File: src/rtl/uart_alu_frame_if.sv
// uart_alu_frame_if
//   Framed command interface between a UART RX FIFO, an ALU and a UART TX FIFO.
//   Frame on the RX side : START, A[0..N-1], B[0..N-1], OP, CHK (operands LSB first).
//   CHK is the XOR of every A, B and OP byte (the start byte is not included).
//   Response on the TX side: one status byte, followed by the N result bytes
//   (LSB first) when the status is ST_OK.
//
// Ports
//   clk, reset   : clock, synchronous active-high reset
//   rx_data      : head of the RX FIFO (first-word-fall-through)
//   rx_empty     : RX FIFO empty
//   rx_rd        : pop RX FIFO; the byte is consumed on the same edge
//   tx_full      : TX FIFO full
//   tx_wr        : push tx_data into the TX FIFO
//   tx_data      : byte to transmit (0 when tx_wr is low)
//   alu_a/alu_b  : registered operands
//   alu_op       : registered opcode
//   alu_start    : one-cycle launch pulse
//   alu_result   : ALU result, captured on alu_valid
//   alu_valid    : result strobe
//   busy         : high whenever the FSM is not idle
//   frame_err    : one-cycle pulse on checksum or timeout error
module uart_alu_frame_if #(
    parameter int                 NB_DATA    = 8,
    parameter int                 N_BYTES    = 2,
    parameter int                 NB_OP      = 6,
    parameter logic [NB_DATA-1:0] START_BYTE = 'hFF,
    parameter int                 TIMEOUT    = 1000,
    parameter logic [NB_DATA-1:0] ST_OK      = 'h00,
    parameter logic [NB_DATA-1:0] ST_CHK     = 'hE1,
    parameter logic [NB_DATA-1:0] ST_TO      = 'hE2,
    localparam int                NB_W       = NB_DATA * N_BYTES
) (
    input  logic               clk,
    input  logic               reset,
    input  logic [NB_DATA-1:0] rx_data,
    input  logic               rx_empty,
    output logic               rx_rd,
    input  logic               tx_full,
    output logic               tx_wr,
    output logic [NB_DATA-1:0] tx_data,
    output logic [NB_W-1:0]    alu_a,
    output logic [NB_W-1:0]    alu_b,
    output logic [NB_OP-1:0]   alu_op,
    output logic               alu_start,
    input  logic [NB_W-1:0]    alu_result,
    input  logic               alu_valid,
    output logic               busy,
    output logic               frame_err
);

    localparam int NB_BC = (N_BYTES > 1) ? $clog2(N_BYTES) : 1;
    localparam int NB_TO = $clog2(TIMEOUT);
    localparam logic [NB_BC-1:0] BC_LAST = NB_BC'(N_BYTES - 1);
    localparam logic [NB_TO-1:0] TO_LAST = NB_TO'(TIMEOUT - 1);

    typedef enum logic [3:0] {
        IDLE, RX_A, RX_B, RX_OP, RX_CHK, ALU_START, ALU_WAIT, TX_STATUS, TX_RES
    } state_t;

    state_t state, state_n;

    logic [N_BYTES-1:0][NB_DATA-1:0] a_q, a_n, b_q, b_n, res_q, res_n;
    logic [NB_OP-1:0]                op_q, op_n;
    logic [NB_DATA-1:0]              chk_q, chk_n, status_q, status_n;
    logic [NB_BC-1:0]                cnt_q, cnt_n;
    logic [NB_TO-1:0]                to_q, to_n;
    logic                            in_rx;

    assign alu_a  = a_q;
    assign alu_b  = b_q;
    assign alu_op = op_q;
    assign busy   = (state != IDLE);

    always_ff @(posedge clk) begin
        if (reset) begin
            state    <= IDLE;
            a_q      <= '0;
            b_q      <= '0;
            res_q    <= '0;
            op_q     <= '0;
            chk_q    <= '0;
            status_q <= '0;
            cnt_q    <= '0;
            to_q     <= '0;
        end else begin
            state    <= state_n;
            a_q      <= a_n;
            b_q      <= b_n;
            res_q    <= res_n;
            op_q     <= op_n;
            chk_q    <= chk_n;
            status_q <= status_n;
            cnt_q    <= cnt_n;
            to_q     <= to_n;
        end
    end

    always_comb begin
        state_n   = state;
        a_n       = a_q;
        b_n       = b_q;
        res_n     = res_q;
        op_n      = op_q;
        chk_n     = chk_q;
        status_n  = status_q;
        cnt_n     = cnt_q;
        to_n      = to_q;
        rx_rd     = 1'b0;
        tx_wr     = 1'b0;
        tx_data   = '0;
        alu_start = 1'b0;
        frame_err = 1'b0;

        in_rx = (state == RX_A) || (state == RX_B) || (state == RX_OP) || (state == RX_CHK);
        if (state == IDLE || in_rx)
            rx_rd = !rx_empty;

        // Inter-byte watchdog: a byte present in the expiry cycle is consumed
        // instead, so rx_rd takes priority over the timeout.
        if (in_rx) begin
            if (rx_rd) begin
                to_n = '0;
            end else if (to_q == TO_LAST) begin
                status_n  = ST_TO;
                frame_err = 1'b1;
                state_n   = TX_STATUS;
            end else begin
                to_n = to_q + 1'b1;
            end
        end

        case (state)
            IDLE: begin
                if (rx_rd && rx_data == START_BYTE) begin
                    chk_n   = '0;
                    cnt_n   = '0;
                    to_n    = '0;
                    state_n = RX_A;
                end
            end
            RX_A: begin
                if (rx_rd) begin
                    a_n[cnt_q] = rx_data;
                    chk_n      = chk_q ^ rx_data;
                    cnt_n      = (cnt_q == BC_LAST) ? '0 : cnt_q + 1'b1;
                    if (cnt_q == BC_LAST)
                        state_n = RX_B;
                end
            end
            RX_B: begin
                if (rx_rd) begin
                    b_n[cnt_q] = rx_data;
                    chk_n      = chk_q ^ rx_data;
                    cnt_n      = (cnt_q == BC_LAST) ? '0 : cnt_q + 1'b1;
                    if (cnt_q == BC_LAST)
                        state_n = RX_OP;
                end
            end
            RX_OP: begin
                if (rx_rd) begin
                    chk_n   = chk_q ^ rx_data;
                    op_n    = rx_data[NB_OP-1:0];
                    state_n = RX_CHK;
                end
            end
            RX_CHK: begin
                if (rx_rd) begin
                    if (rx_data == chk_q) begin
                        state_n = ALU_START;
                    end else begin
                        status_n  = ST_CHK;
                        frame_err = 1'b1;
                        state_n   = TX_STATUS;
                    end
                end
            end
            ALU_START: begin
                alu_start = 1'b1;
                state_n   = ALU_WAIT;
            end
            ALU_WAIT: begin
                if (alu_valid) begin
                    res_n    = alu_result;
                    status_n = ST_OK;
                    state_n  = TX_STATUS;
                end
            end
            TX_STATUS: begin
                tx_wr = !tx_full;
                if (!tx_full) begin
                    tx_data = status_q;
                    cnt_n   = '0;
                    state_n = (status_q == ST_OK) ? TX_RES : IDLE;
                end
            end
            TX_RES: begin
                tx_wr = !tx_full;
                if (!tx_full) begin
                    tx_data = res_q[cnt_q];
                    cnt_n   = (cnt_q == BC_LAST) ? '0 : cnt_q + 1'b1;
                    if (cnt_q == BC_LAST)
                        state_n = IDLE;
                end
            end
            default: state_n = IDLE;
        endcase
    end

endmodule

File: config.mk
export PLATFORM = sky130hd
export DESIGN_NAME = uart_alu_frame_if
export DESIGN_NICKNAME = d
export VERILOG_FILES = /design/src/rtl/uart_alu_frame_if.sv
export SDC_FILE = /design/constraint.sdc
export NUM_CORES = 1
export LEC_CHECK = 0
export CORE_MARGIN = 3
export CORE_UTILIZATION = 57
export CTS_BUF_LIST = sky130_fd_sc_hd__clkbuf_8
export CTS_CLUSTER_DIAMETER = 30
export DETAILED_ROUTE_END_ITERATION = 8
export PLACE_DENSITY = 0.95
export SLEW_MARGIN = 20
export SYNTH_ARGS = -nofsm -noshare
export SYNTH_HDL_FRONTEND = slang
export SYNTH_SLANG_ARGS = --single-unit
File: constraint.sdc
create_clock -name clk -period 3.2 [get_ports clk]
set_input_delay 0.64 -clock clk [delete_from_list [all_inputs] [get_ports clk]]
set_output_delay 0.64 -clock clk [all_outputs]
set_load 0.02 [all_outputs]
After elaboration in Yosys (flattened, before gate mapping)
Cells that the tools add are included. Widths: inputs -> output; s select.

Output and inout port bits: 51. Input port bits: 29. Word-level logic and storage cells: 111. Register bits after elaboration: 85.

Reduce and logical (&&, ||, !) cells: 22. Bitwise operators: 1. Equal/unequal tests: 16. Add/subtract/negate cells: 2. Muxes and demuxes: 56. $lt $le $gt $ge: 2.

Operators with widths (count): $mux 8 (13); $mux 4 (15); $mux 10 (5); $pmux 8 s2 (3); $pmux 4 s9 (1); $bwmux 16 (2); $eq 4x3->1 const B (4); $mux 1 (14); $add 10x1->10 const B (1); $eq 10x10->1 const B (1); $demux 8 s1 (1); $eq 4x2->1 const B (2); $eq 8x8->1 (1); $eq 8x8->1 const B (1); $logic_not 8->1 (1); $reduce_and 2->1 (4); $reduce_bool 4->1 (2); $xor 8x8->8 (1); $ne 2x1->1 const B (3); $reduce_and 5->1 (1); $eq 4x1->1 const B (1); $eq 4x4->1 const B (1); $logic_not 4->1 (1); $logic_or 1x1->1 (4); other kinds (12) (16).

Longest topological paths before layout
Depth in word-level cells: 11. Mapped depth: 7. Gate-level depth less buffers: 6.

Worst setup path after synthesis
OpenSTA, ideal clock, no wires.

Kind: reg-to-output. Start point: register state[3]. End point: output port tx_data[0]. Setup slack: 0.837 ns. Path buffers: 2. Stages on the path, launching flop included: 7. Data required time: 2.560 ns. Arrival: 1.723 ns. Cells stage by stage: dfxtp_1 > clkbuf_1 > buf_1 > nand2_1 > nor2_1 > a22oi_1 > nor2_1.

Cells in the longest elaborated chain, start to end: 2. Elaborated cells on any way between the ends: 3. Those cells by class: eq/ne (2); mux (1).

Ends and longest elaborated chain: start: declaration (line 61) `state_t state, state_n;`; start signal: assignment (line 87) `state <= state_n;`; $eq 4x4->1 / $eq 4x3->1 (equally long branches) (line 133) `case (state)`; $pmux 8 s2 * (line 133); end: declaration (line 41) `output logic [NB_DATA-1:0] tx_data,`.

Mark *: on every way between the ends. The rest lies on a longest branch, timed or not.

Worst setup path after layout
Start point: input port rx_data[4]. End point: output port frame_err.

Cells in the longest elaborated chain, start to end: 4.

Ends and longest elaborated chain: start: declaration (line 36) `input logic [NB_DATA-1:0] rx_data,`; $eq 8x8->1 (line 169) `if (rx_data == chk_q) begin`; $mux 1 (line 169); $mux 1 (line 168) `if (rx_rd) begin`; $mux 1 (line 133); end: declaration (line 49) `output logic frame_err`.

Every way passes these cells.

==> impl_metrics.yaml <==
cts:
  insertion_delay_ns: 0.36
  cts_tree: "yes"
  postCtsResizedCells: 0
  post_cts_buffers: 0
  cts_made_buffers: 9
  clk_path_buf_depth: 2
  clock-sinks: 85
  cts_hold_buffers: 0
  cts_root_buf: "clkbuf_8"
  htreeDepth: 3
  clkTransAtPathRegs_ns: 0.08
power:
  p_leak_nw: 1.726
  ir_drop_v: 0.0003239
  powerDensity_nw_per_um2: 401.0
  finalPower_mw: 2.062
hold_path:
  hold_depth: 2
  hold_path_end: "res_q[11]"
  hold_start: "res_q[11]"
  hold_class: "flop to flop"
route:
  drt_iter0_drc: 359
  ant_nets: 0
  first_pass_iters: 5
  wl_per_cell_um: 16.35
  wl_um: 11080
  viasPerCell: 5.935
  vias: 4024
  drc: 0
logic_synthesis:
  synth.cell_area_sq_um: 3981
  ys.flop_type: "dfxtp_1"
  yosysMostFrequentCell: "dfxtp_1"
  synth_edf_count: 0
  netlist.area_leader.share: 0.4274
  ys_ff_latch: 85
  syn-mean-instance-area_sq_um: 7.853
  syn-num-nets: 537
  synth_cells: 507
  ys_types: 53
  synth_top_cells_by_count: "dfxtp_1 (85), nand2_1 (82), a21oi_1 (66)"
  synthArstFlopShare: 0
  yosys-top-cells-area: "dfxtp_1 (43%), a21oi_1 (8.3%), nand2_1 (7.7%)"
  synth_area_leader_cell: "dfxtp_1"
  ys_seq_area_frac: 0.4274
  yosys_warnings: 0
placed_design:
  portBuffers: 79
  dp_cells: 663
  post-dp-hpwl_um: 7658
  finalWeightedCongestion: 0.8950
timing:
  clock.fmax_ghz: 0.3230
  finalSetupViolations: 0
  rsz0062_at_grt: "no"
  worst_pin_slew_ns: 0.7441
  drv_slew: 0
  setup_tns_ns: 0
  min_period_ns: 3.096
  final_hold_viol_count: 0
  slew_headroom: 0.5032
  timing.final.crit_share: 0.9675
  hold_slack_ns: 0.4548
  fin_skew_ns: 0.009703
finish:
  drive_gt1_frac: 0.09573
  diodes: 0
  fin_cells: 678
  area_delta_synth_final_pct: 29.16
  nNetsFinal: 611
  nFillCells: 444
die:
  die_h_um: 89.58
  dieArea_sq_um: 8024
  ioPinCount: 80
  core_area_sq_um: 6568
  initial_core_util: 0.6062
  fp.dieW_um: 89.58
  fp-row-count: 29
global_route:
  grt_max_degree: 35
  grt_pass1_vias: 3768
  grt.total_usage: 0.2800
  grt_overflow: 0
  antenna_found_initial: 0
  grt_pass1_wl_um: 17500
critical_path:
  path_buf_inv: 3
  endpoint_kind: "primary output"
  cp.required_ns: 2.56
  worstRegToRegCells: 4
  rrSetupSlack_ns: 1.04
  crit_path_start_kind: "primary input"
  r2r_end: "alu_b[8]"
  worstSetupPathType: "primary input to primary output"
  cp_slowest_cell: "clkdlybuf4s50_1"
  critical_path.top_delay_family: "buffers and inverters"
  crit_path_frequent_cell: "clkdlybuf4s50_1"
  crit_chain: "clkdlybuf4s50_1, xnor2_1, nand4_1, o21ai_0, buf_4, nand2_1, clkdlybuf4s50_1"
  cpPeakStageDelay_ns: 0.55
  r2r_start: "cnt_q"
  arrival_ns: 2.46
  cp_max_fo: 4
run:
  drv_cap: 0
status:
  outcome: "completed"
## power by group
group	switching, mW	total [mW]	internal, mW
registers	0.000287	1.06	1.06
logic	0.0548	0.104	0.0491
clock network	0.386	0.901	0.515
## flip-flops by register name (all words and copies together), names as in the netlist
signal and flops:
alu_a 16, alu_b 16, res_q 16, to_q 10, chk_q 8, status_q 8
alu_op 6, state 4, cnt_q 1
## metrics by stage
stage / instance area (sq um) / utilization / worst slack, ns
finish: 5142 / 0.7830 / 0.1041
floorplan: 3981 / - / 0.8372
detailed placement: 4901 / 0.7462 / 0.2228
global route: 5142 / 0.7830 / 0.007013
CTS: 5137 / 0.7822 / 0.003969
global placement: 4901 / 0.7462 / 0.1849
## cell type report
type | count | area (sq um) | share of cell area
clock buffer | 9 | 123.9 | 0.02409
clock inverter | 6 | 112.6 | 0.02190
inverter | 3 | 11.26 | 0.002190
multi-input combinational | 379 | 2108 | 0.4100
sequential | 85 | 1704 | 0.3314
tap | 93 | 116.4 | 0.02263
timing repair buffer | 103 | 965.9 | 0.1878
## per-layer routing
metal / vias to the layer above / wire (um) / global-route usage
met5: - / 0 / 0
met4: 0 / 329 / 0.09743
met3: 44 / 822 / 0.07026
met2: 206 / 5440 / 0.4681
met1: 1867 / 4490 / 0.3509
li1: 1907 / - / -
## worst max-delay path by stage
| stage | start | slack [ns] | end | cells after the start |
|---|---|---|---|---|
| 6_report | rx_data[4] | 0.10 | frame_err | 7 |
| 5_1_grt | rx_data[4] | 0.007 | frame_err | 7 |
| 4_1_cts | state[1] | 0.004 | tx_data[7] | 6 |
| 3_5_place_dp | rx_data[5] | 0.22 | frame_err | 7 |
| 3_3_place_gp | rx_data[4] | 0.18 | frame_err | 7 |
| 2_1_floorplan | state[3] | 0.84 | tx_data[0] | 6 |
## worst register-to-register path, cell delays in order (launching register included)
cell	delay, ns
dfxtp_1	0.81
nor2b_1	0.65
nand2_1	0.35
nand2_1	0.16
a21oi_1	0.07
## cell usage in the layout, fill, tap and decap left out, types with 4 or more instances in the layout
cell type,instances
a21oi_1,66
a22oi_1,9
and3_1,4
buf_4,24
clkbuf_8,9
clkdlybuf4s50_1,78
dfxtp_1,83
mux2_2,9
mux2i_1,8
nand2_1,82
nand2b_1,5
nand3_1,40
nand3b_1,8
nand4_1,6
nor2_1,47
nor3_1,14
nor4b_1,4
o21a_1,4
o21ai_0,11
o21bai_1,4
xnor2_1,11
xor2_1,7
## cells by family after synthesis
family / after synthesis / share of synthesized area
xor+xnor: 18 / 0.03960
buf+inv: 43 / 0.04368
flops: 85 / 0.4274
mux: 17 / 0.04557
simple gates: 232 / 0.2784
compound gates: 111 / 0.1622
fa+ha+maj: 1 / 0.003142
(Power assumes the default switching activity.)
==> RTL change 1, RTL diff (same settings) <==
Change the parameter `N_BYTES` from 2 to 1.
--- a/src/rtl/uart_alu_frame_if.sv
+++ b/src/rtl/uart_alu_frame_if.sv
@@ -22,7 +22,7 @@
 //   frame_err    : one-cycle pulse on checksum or timeout error
 module uart_alu_frame_if #(
     parameter int                 NB_DATA    = 8,
-    parameter int                 N_BYTES    = 2,
+    parameter int                 N_BYTES    = 1,
     parameter int                 NB_OP      = 6,
     parameter logic [NB_DATA-1:0] START_BYTE = 'hFF,
     parameter int                 TIMEOUT    = 1000,
Interface: changed (resized alu_a, alu_b and alu_result); port bits go from 80 to 56. No check against the original RTL was run, so the function may have changed too.
==> RTL change 1 against the unedited design <==
  * Setup slack improved by 0.054 ns
  * Worst hold slack improved by 0.024 ns
  * Wire length decreased by 19%
  * Sequential cell count shrank 25
  * Combinational power is 15% lower
  * Power is 18% lower
  * Design area down 25%
  * Area after synthesis shrank 26%
  * Count of clock-buffer cells in the layout increased by 1
  * Critical endpoint is now tx_data[0]
==> RTL change 1: results (changes against the unedited design) <==
Parameter                              Value

CTS
  Clock input transition at the sequential cells of the worst setup and hold paths ... 0.07 ns
  Later-pin clock latency in the skew report ... 0.35 ns
  Post-CTS Repair Setup Buffers ... 0 (unchanged)
  Worst-case clock buffer depth ... 2 (unchanged)
  CTS Buf Count ... 9 (unchanged)
  Maximum level of the CTS H-tree ... 3 (unchanged)
  Root cell of the clock tree ... sky130_fd_sc_hd__clkbuf_8 (unchanged)

Floorplan
  Core box area ... 4850 sq um (was 6570 sq um)

Route
  Iteration-0 DRC count of the detailed router ... 435 (was 359)
  Number of detailed-routing iterations run before antenna repair ... 6 (was 5)
  Sum of routed wire length over all layers ... 8940 um (was 11100 um)
  Vias after detailed routing ... 2934 (was 4024)

Critical path
  Crit-path max FO ... 16 (was 4)
  Crit-path leading delay family ... simple AND/OR/NAND/NOR gates (was buffers and inverters)
  Slowest stage cell on the critical path ... sky130_fd_sc_hd__clkdlybuf4s50_1 (unchanged)
  Crit path largest cell delay ... 0.66 ns (was 0.55 ns)

Logic synthesis
  Share of the yosys chip area belonging to registers ... 0.409 (was 0.427)
  Synth unique cells ... 51 (was 53)
  Multiplexer share of the synthesized area ... 0.102 (was 0.0456)
  Compound-gate portion of the synthesized area ... 0.139 (was 0.162)
  Xor/xnor share of the synthesized area ... 0.0448 (was 0.0396)
  Adder-cell area share of the yosys netlist ... 0.00426 (was 0.00314)
  Total of warnings raised by yosys ... 0 (unchanged)
  Share of synthesized registers carrying an async set or reset ... 0 (unchanged)
  Synthesized Nets ... 363 (was 537)
  Cell types with the largest area share after synthesis ... sky130_fd_sc_hd__dfxtp_1, sky130_fd_sc_hd__mux2i_1, sky130_fd_sc_hd__nor2_1 (was sky130_fd_sc_hd__dfxtp_1, sky130_fd_sc_hd__a21oi_1, sky130_fd_sc_hd__nand2_1)
  Ranking of synthesized cells by instance count ... sky130_fd_sc_hd__nor2_1, sky130_fd_sc_hd__dfxtp_1, sky130_fd_sc_hd__mux2i_1 (was sky130_fd_sc_hd__dfxtp_1, sky130_fd_sc_hd__nand2_1, sky130_fd_sc_hd__a21oi_1)

Final layout
  Ratio of cells with drive above 1 in the final layout ... 0.122 (was 0.0957)
  Largest register by flop count ... to_q
  Max FFs per register ... 10
  Total number of nets in the final design ... 420 (was 611)
  N_diodes ... 0 (unchanged)

STA
  Normalized max-slew margin ... 0.558 (was 0.503)
  Worst clock skew ... 0.00845 ns (was 0.00970 ns)

Global routing
  Initial antenna violation count ... 0 (unchanged)
  First-pass GRT wire length ... 14600 um (was 17500 um)
  Total congestion overflow ... 0 (unchanged)
  Combined global-route utilization of all metal layers ... 0.307 (was 0.280)
  Largest net degree at the start of global routing ... 39 (was 35)

Place
  Number of buffers added on ports ... 55 (was 79)
  Routability Congestion ... 0.886 (was 0.895)
  Placed wire-length estimate ... 5870 um (was 7660 um)

Outcome
  Outcome ... finished clean (unchanged)

Power and ir drop
  Leakage Power ... 0.00147 uW (was 0.00173 uW)
  Largest voltage drop on the vdd net ... 0.411 mV (was 0.324 mV)

Min path
  Path category of the worst min-delay check ... reg2reg (unchanged)
[RTL change 1: routing by layer]
layer,GRT usage,wire [um]
met5,0,0
met4,0.153,374
met2,0.503,4340
met3,0.0800,805
met1,0.370,3420
[RTL change 1: metrics by stage]
stage	std cells	area [sq um]	hold WS (ns)	total power [uW]	setup slack [ns]
6_report	470	3840	0.479	1700	0.159
2_1_floorplan	341	2930	0.422	803	0.881
5_1_grt	470	3840	0.486	1730	0.0637
3_3_place_gp	454	3570	0.438	847	0.0953
4_1_cts	470	3820	0.473	1690	0.0623
3_5_place_dp	454	3570	0.444	849	-0.00267
[RTL change 1: repair_timing]
item                                    CTS  global route
pin swaps                                 0             0
gates resized for setup                   4             4
endpoints found under the setup margin    3             6
hold endpoints to repair                  0             0
[RTL change 1: worst paths after layout]
kind | depth (start not counted) | slack [ns] | endpoint | startpoint
setup reg to reg | 5 | 1.24 | chk_q[4] | state[1]
hold reg to reg | 2 | 0.48 | status_q[3] | status_q[3]
hold / removal | 2 | 0.48 | status_q[3] | status_q[3]
setup / recovery | 5 | 0.16 | tx_data[0] | state[0]
[RTL change 1: power breakdown]
group	switching (uW)	leakage (uW)	total (uW)	internal, uW
registers	0.891	0.000485	748	747
logic	46.9	0.000858	88.5	41.6
clock network	325	0.000122	863	538
[RTL change 1: area by class of cell]
type	count	area, sq um
Clock buffer	10	138
Clock inverter	6	111
Fill cell	279	1010
Inverter	7	26.3
Multi-Input combinational cell	250	1610
Sequential cell	60	1210
Tap cell	67	83.8
Timing Repair Buffer	70	666
[RTL change 1: logic make-up (layout without fill, tap and decap cells)]
family                     count (synthesis)  in the layout
and+or+nand+nor                          143            143
AOI/OAI and AO/OA                         61             61
DFF                                       60             60
buffers and inverters                     31             93
muxes                                     30             30
xor gates and xnor gates                  15             15
adders and majority gates                  1              1
==> RTL change 2, RTL diff (config.mk and constraints unchanged) <==
Made on the original files. Re-encode `state_t` (9 states) as one-hot, 9 bits wide.
--- a/src/rtl/uart_alu_frame_if.sv
+++ b/src/rtl/uart_alu_frame_if.sv
@@ -54,8 +54,8 @@
     localparam logic [NB_BC-1:0] BC_LAST = NB_BC'(N_BYTES - 1);
     localparam logic [NB_TO-1:0] TO_LAST = NB_TO'(TIMEOUT - 1);
 
-    typedef enum logic [3:0] {
-        IDLE, RX_A, RX_B, RX_OP, RX_CHK, ALU_START, ALU_WAIT, TX_STATUS, TX_RES
+    typedef enum logic [8:0] {
+        IDLE = 9'b000000001, RX_A = 9'b000000010, RX_B = 9'b000000100, RX_OP = 9'b000001000, RX_CHK = 9'b000010000, ALU_START = 9'b000100000, ALU_WAIT = 9'b001000000, TX_STATUS = 9'b010000000, TX_RES = 9'b100000000
     } state_t;
 
     state_t state, state_n;
Function: same outputs for any inputs over 4 cycles, from zero or initial values and one cycle with reset high; so few cycles prove little.
==> RTL change 2 against the unedited design <==
  * Power up 6.4%
  * First-iteration DRC count up 6.1%
  * Worst hold slack better by 0.046 ns
  * Clock skew up 0.0053 ns
  * Wire length up 21%
  * Design area up 8.2%
  * Critical path depth up 1
  * Largest power group unchanged
  * Synthesized cell count down 5.1%
  * Sequential power up 6%
  * Sequential cell count up 5
  * Area after synthesis up 13%
  * Setup slack better by 0.016 ns
  * Register-to-register slack worse by 0.48 ns
==> RTL change 2: results (changes against the unedited design) <==
Parameter                              Value

Logic synthesis
  Ranking of synthesized cells by instance count ... sky130_fd_sc_hd__dfxtp_1, sky130_fd_sc_hd__nor2_1, sky130_fd_sc_hd__mux2i_1 (was sky130_fd_sc_hd__dfxtp_1, sky130_fd_sc_hd__nand2_1, sky130_fd_sc_hd__a21oi_1)
  Share of the yosys chip area belonging to registers ... 0.402 (was 0.427)
  Synthesized Nets ... 511 (was 537)
  Total of warnings raised by yosys ... 0 (unchanged)
  Cell types with the largest area share after synthesis ... sky130_fd_sc_hd__dfxtp_1, sky130_fd_sc_hd__mux2i_1, sky130_fd_sc_hd__nor2_1 (was sky130_fd_sc_hd__dfxtp_1, sky130_fd_sc_hd__a21oi_1, sky130_fd_sc_hd__nand2_1)
  Synth unique cells ... 65 (was 53)

Place
  Routability Congestion ... 0.946 (was 0.895)
  Pre-CTS setup slack ... -0.0651 ns (was 0.223 ns)
  Placed wire-length estimate ... 8640 um (was 7660 um)

STA
  Normalized max-slew margin ... 0.382 (was 0.503)
  Worst clock skew ... 0.0150 ns (was 0.00970 ns)
  Post-layout min period ... 3.08 ns (was 3.10 ns)

Critical path
  Crit-path max FO ... 2 (was 4)
  Flop2flop setup slack ... 0.56 ns (was 1.04 ns)
  Critical Path Start ... rx_data[0] (was rx_data[4])
  Worst reg2reg path startpoint ... state[4] (was cnt_q)
  Reg-to-reg endpoint ... chk_q[4] (was alu_b[8])
  Crit path largest cell delay ... 0.48 ns (was 0.55 ns)

Outcome
  Outcome ... finished clean (unchanged)

Global routing
  Combined global-route utilization of all metal layers ... 0.303 (was 0.280)
  Largest net degree at the start of global routing ... 50 (was 35)
  Initial antenna violation count ... 0 (unchanged)
  Number of global-route vias before repair ... 4146 (was 3768)
  First-pass GRT wire length ... 21000 um (was 17500 um)

Route
  Routed length per instance ... 19.9 um (was 16.3 um)
  Number of detailed-routing iterations run before antenna repair ... 6 (was 5)
  Iteration-0 DRC count of the detailed router ... 381 (was 359)

Power and ir drop
  Leakage Power ... 0.00227 uW (was 0.00173 uW)
  Largest voltage drop on the vdd net ... 0.311 mV (was 0.324 mV)

Final layout
  Filler Cell Count ... 477 (was 444)
  Total number of nets in the final design ... 597 (was 611)
  Ratio of cells with drive above 1 in the final layout ... 0.143 (was 0.0957)

CTS
  CTS Buf Count ... 9 (unchanged)
RTL change 2: cell count changes after synthesis, sizes merged, moves of 5 or more:
cell and change:
mux2i +46, a21oi -43, nor2 +42, dfxtp +5
o21ai +10, nor4 +6, clkbuf -8, nand3 -31
nand2 -69, nand4 +5
RTL change 2: kinds of logic (layout without fill, tap and decap cells):
logic type	after synthesis	in the layout	share of synthesized area
AOI/OAI and AO/OA	84	84	0.121
DFF	90	90	0.402
buffers and inverters	42	133	0.0767
adders and majority gates	1	1	0.00279
xor gates and xnor gates	17	17	0.0332
muxes	62	62	0.141
and+or+nand+nor	185	185	0.224
RTL change 2: routing by layer:
layer | share of wire | track usage | vias up
li1 | - | - | 1872
met5 | 0 | 0 | -
met2 | 0.48 | 0.494 | 267
met1 | 0.38 | 0.358 | 1977
met3 | 0.096 | 0.0813 | 71
met4 | 0.048 | 0.171 | 0
RTL change 2: what timing repair did:
item / in CTS / in global routing
hold endpoints to repair: 0 / 0
gates resized for setup: 9 / 6
buffers inserted: 1 / 1
setup endpoints to repair: 10 / 5
RTL change 2: worst reg2reg max path, delay by kind of cell, from the launching register on:
kind                   cells  cell delay, ns
AND/OR/NAND/NOR            5            1.46
buffers and inverters      2            0.42
AO/OA/AOI/OAI              1            0.25
flip-flops                 1            0.41
RTL change 2: through the flow:
stage                     TNS (ns)  hold WS (ns)  utilization  cells  cell area, sq um
after floorplan                  0         0.457            -    481              4490
final                            0         0.501        0.747    671              5570
after global routing             0         0.520        0.747    671              5570
after CTS                        0         0.505        0.744    670              5540
after detailed placement   -0.0651         0.482        0.713    653              5310
after global placement     -0.0180         0.470        0.713    653              5310
RTL change 2: final cells by class:
| cell class | count | area share |
|---|---|---|
| well taps | 99 | 0.0223 |
| inverters | 6 | 0.00405 |
| multi-input cells | 349 | 0.424 |
| flip-flops and latches | 90 | 0.324 |
| repair buffers | 111 | 0.185 |
| clock buffers | 10 | 0.0247 |
| clock inverters | 6 | 0.0160 |
RTL change 2: worst min-delay path by stage:
stage	slack, ns	to	start	depth (start not counted)
3_3_place_gp	0.47	res_q[11]	res_q[11]	2
5_1_grt	0.52	status_q[4]	status_q[4]	1
6_report	0.50	res_q[10]	res_q[10]	2
2_1_floorplan	0.46	status_q[0]	status_q[0]	2
3_5_place_dp	0.48	res_q[10]	res_q[10]	2
4_1_cts	0.50	status_q[4]	status_q[4]	1
RTL change 2: power breakdown:
part           leakage (uW)  internal, uW  switching, uW
Clock              0.000114           463            428
Sequential         0.000725          1120           1.54
Combinational       0.00144          79.7            102
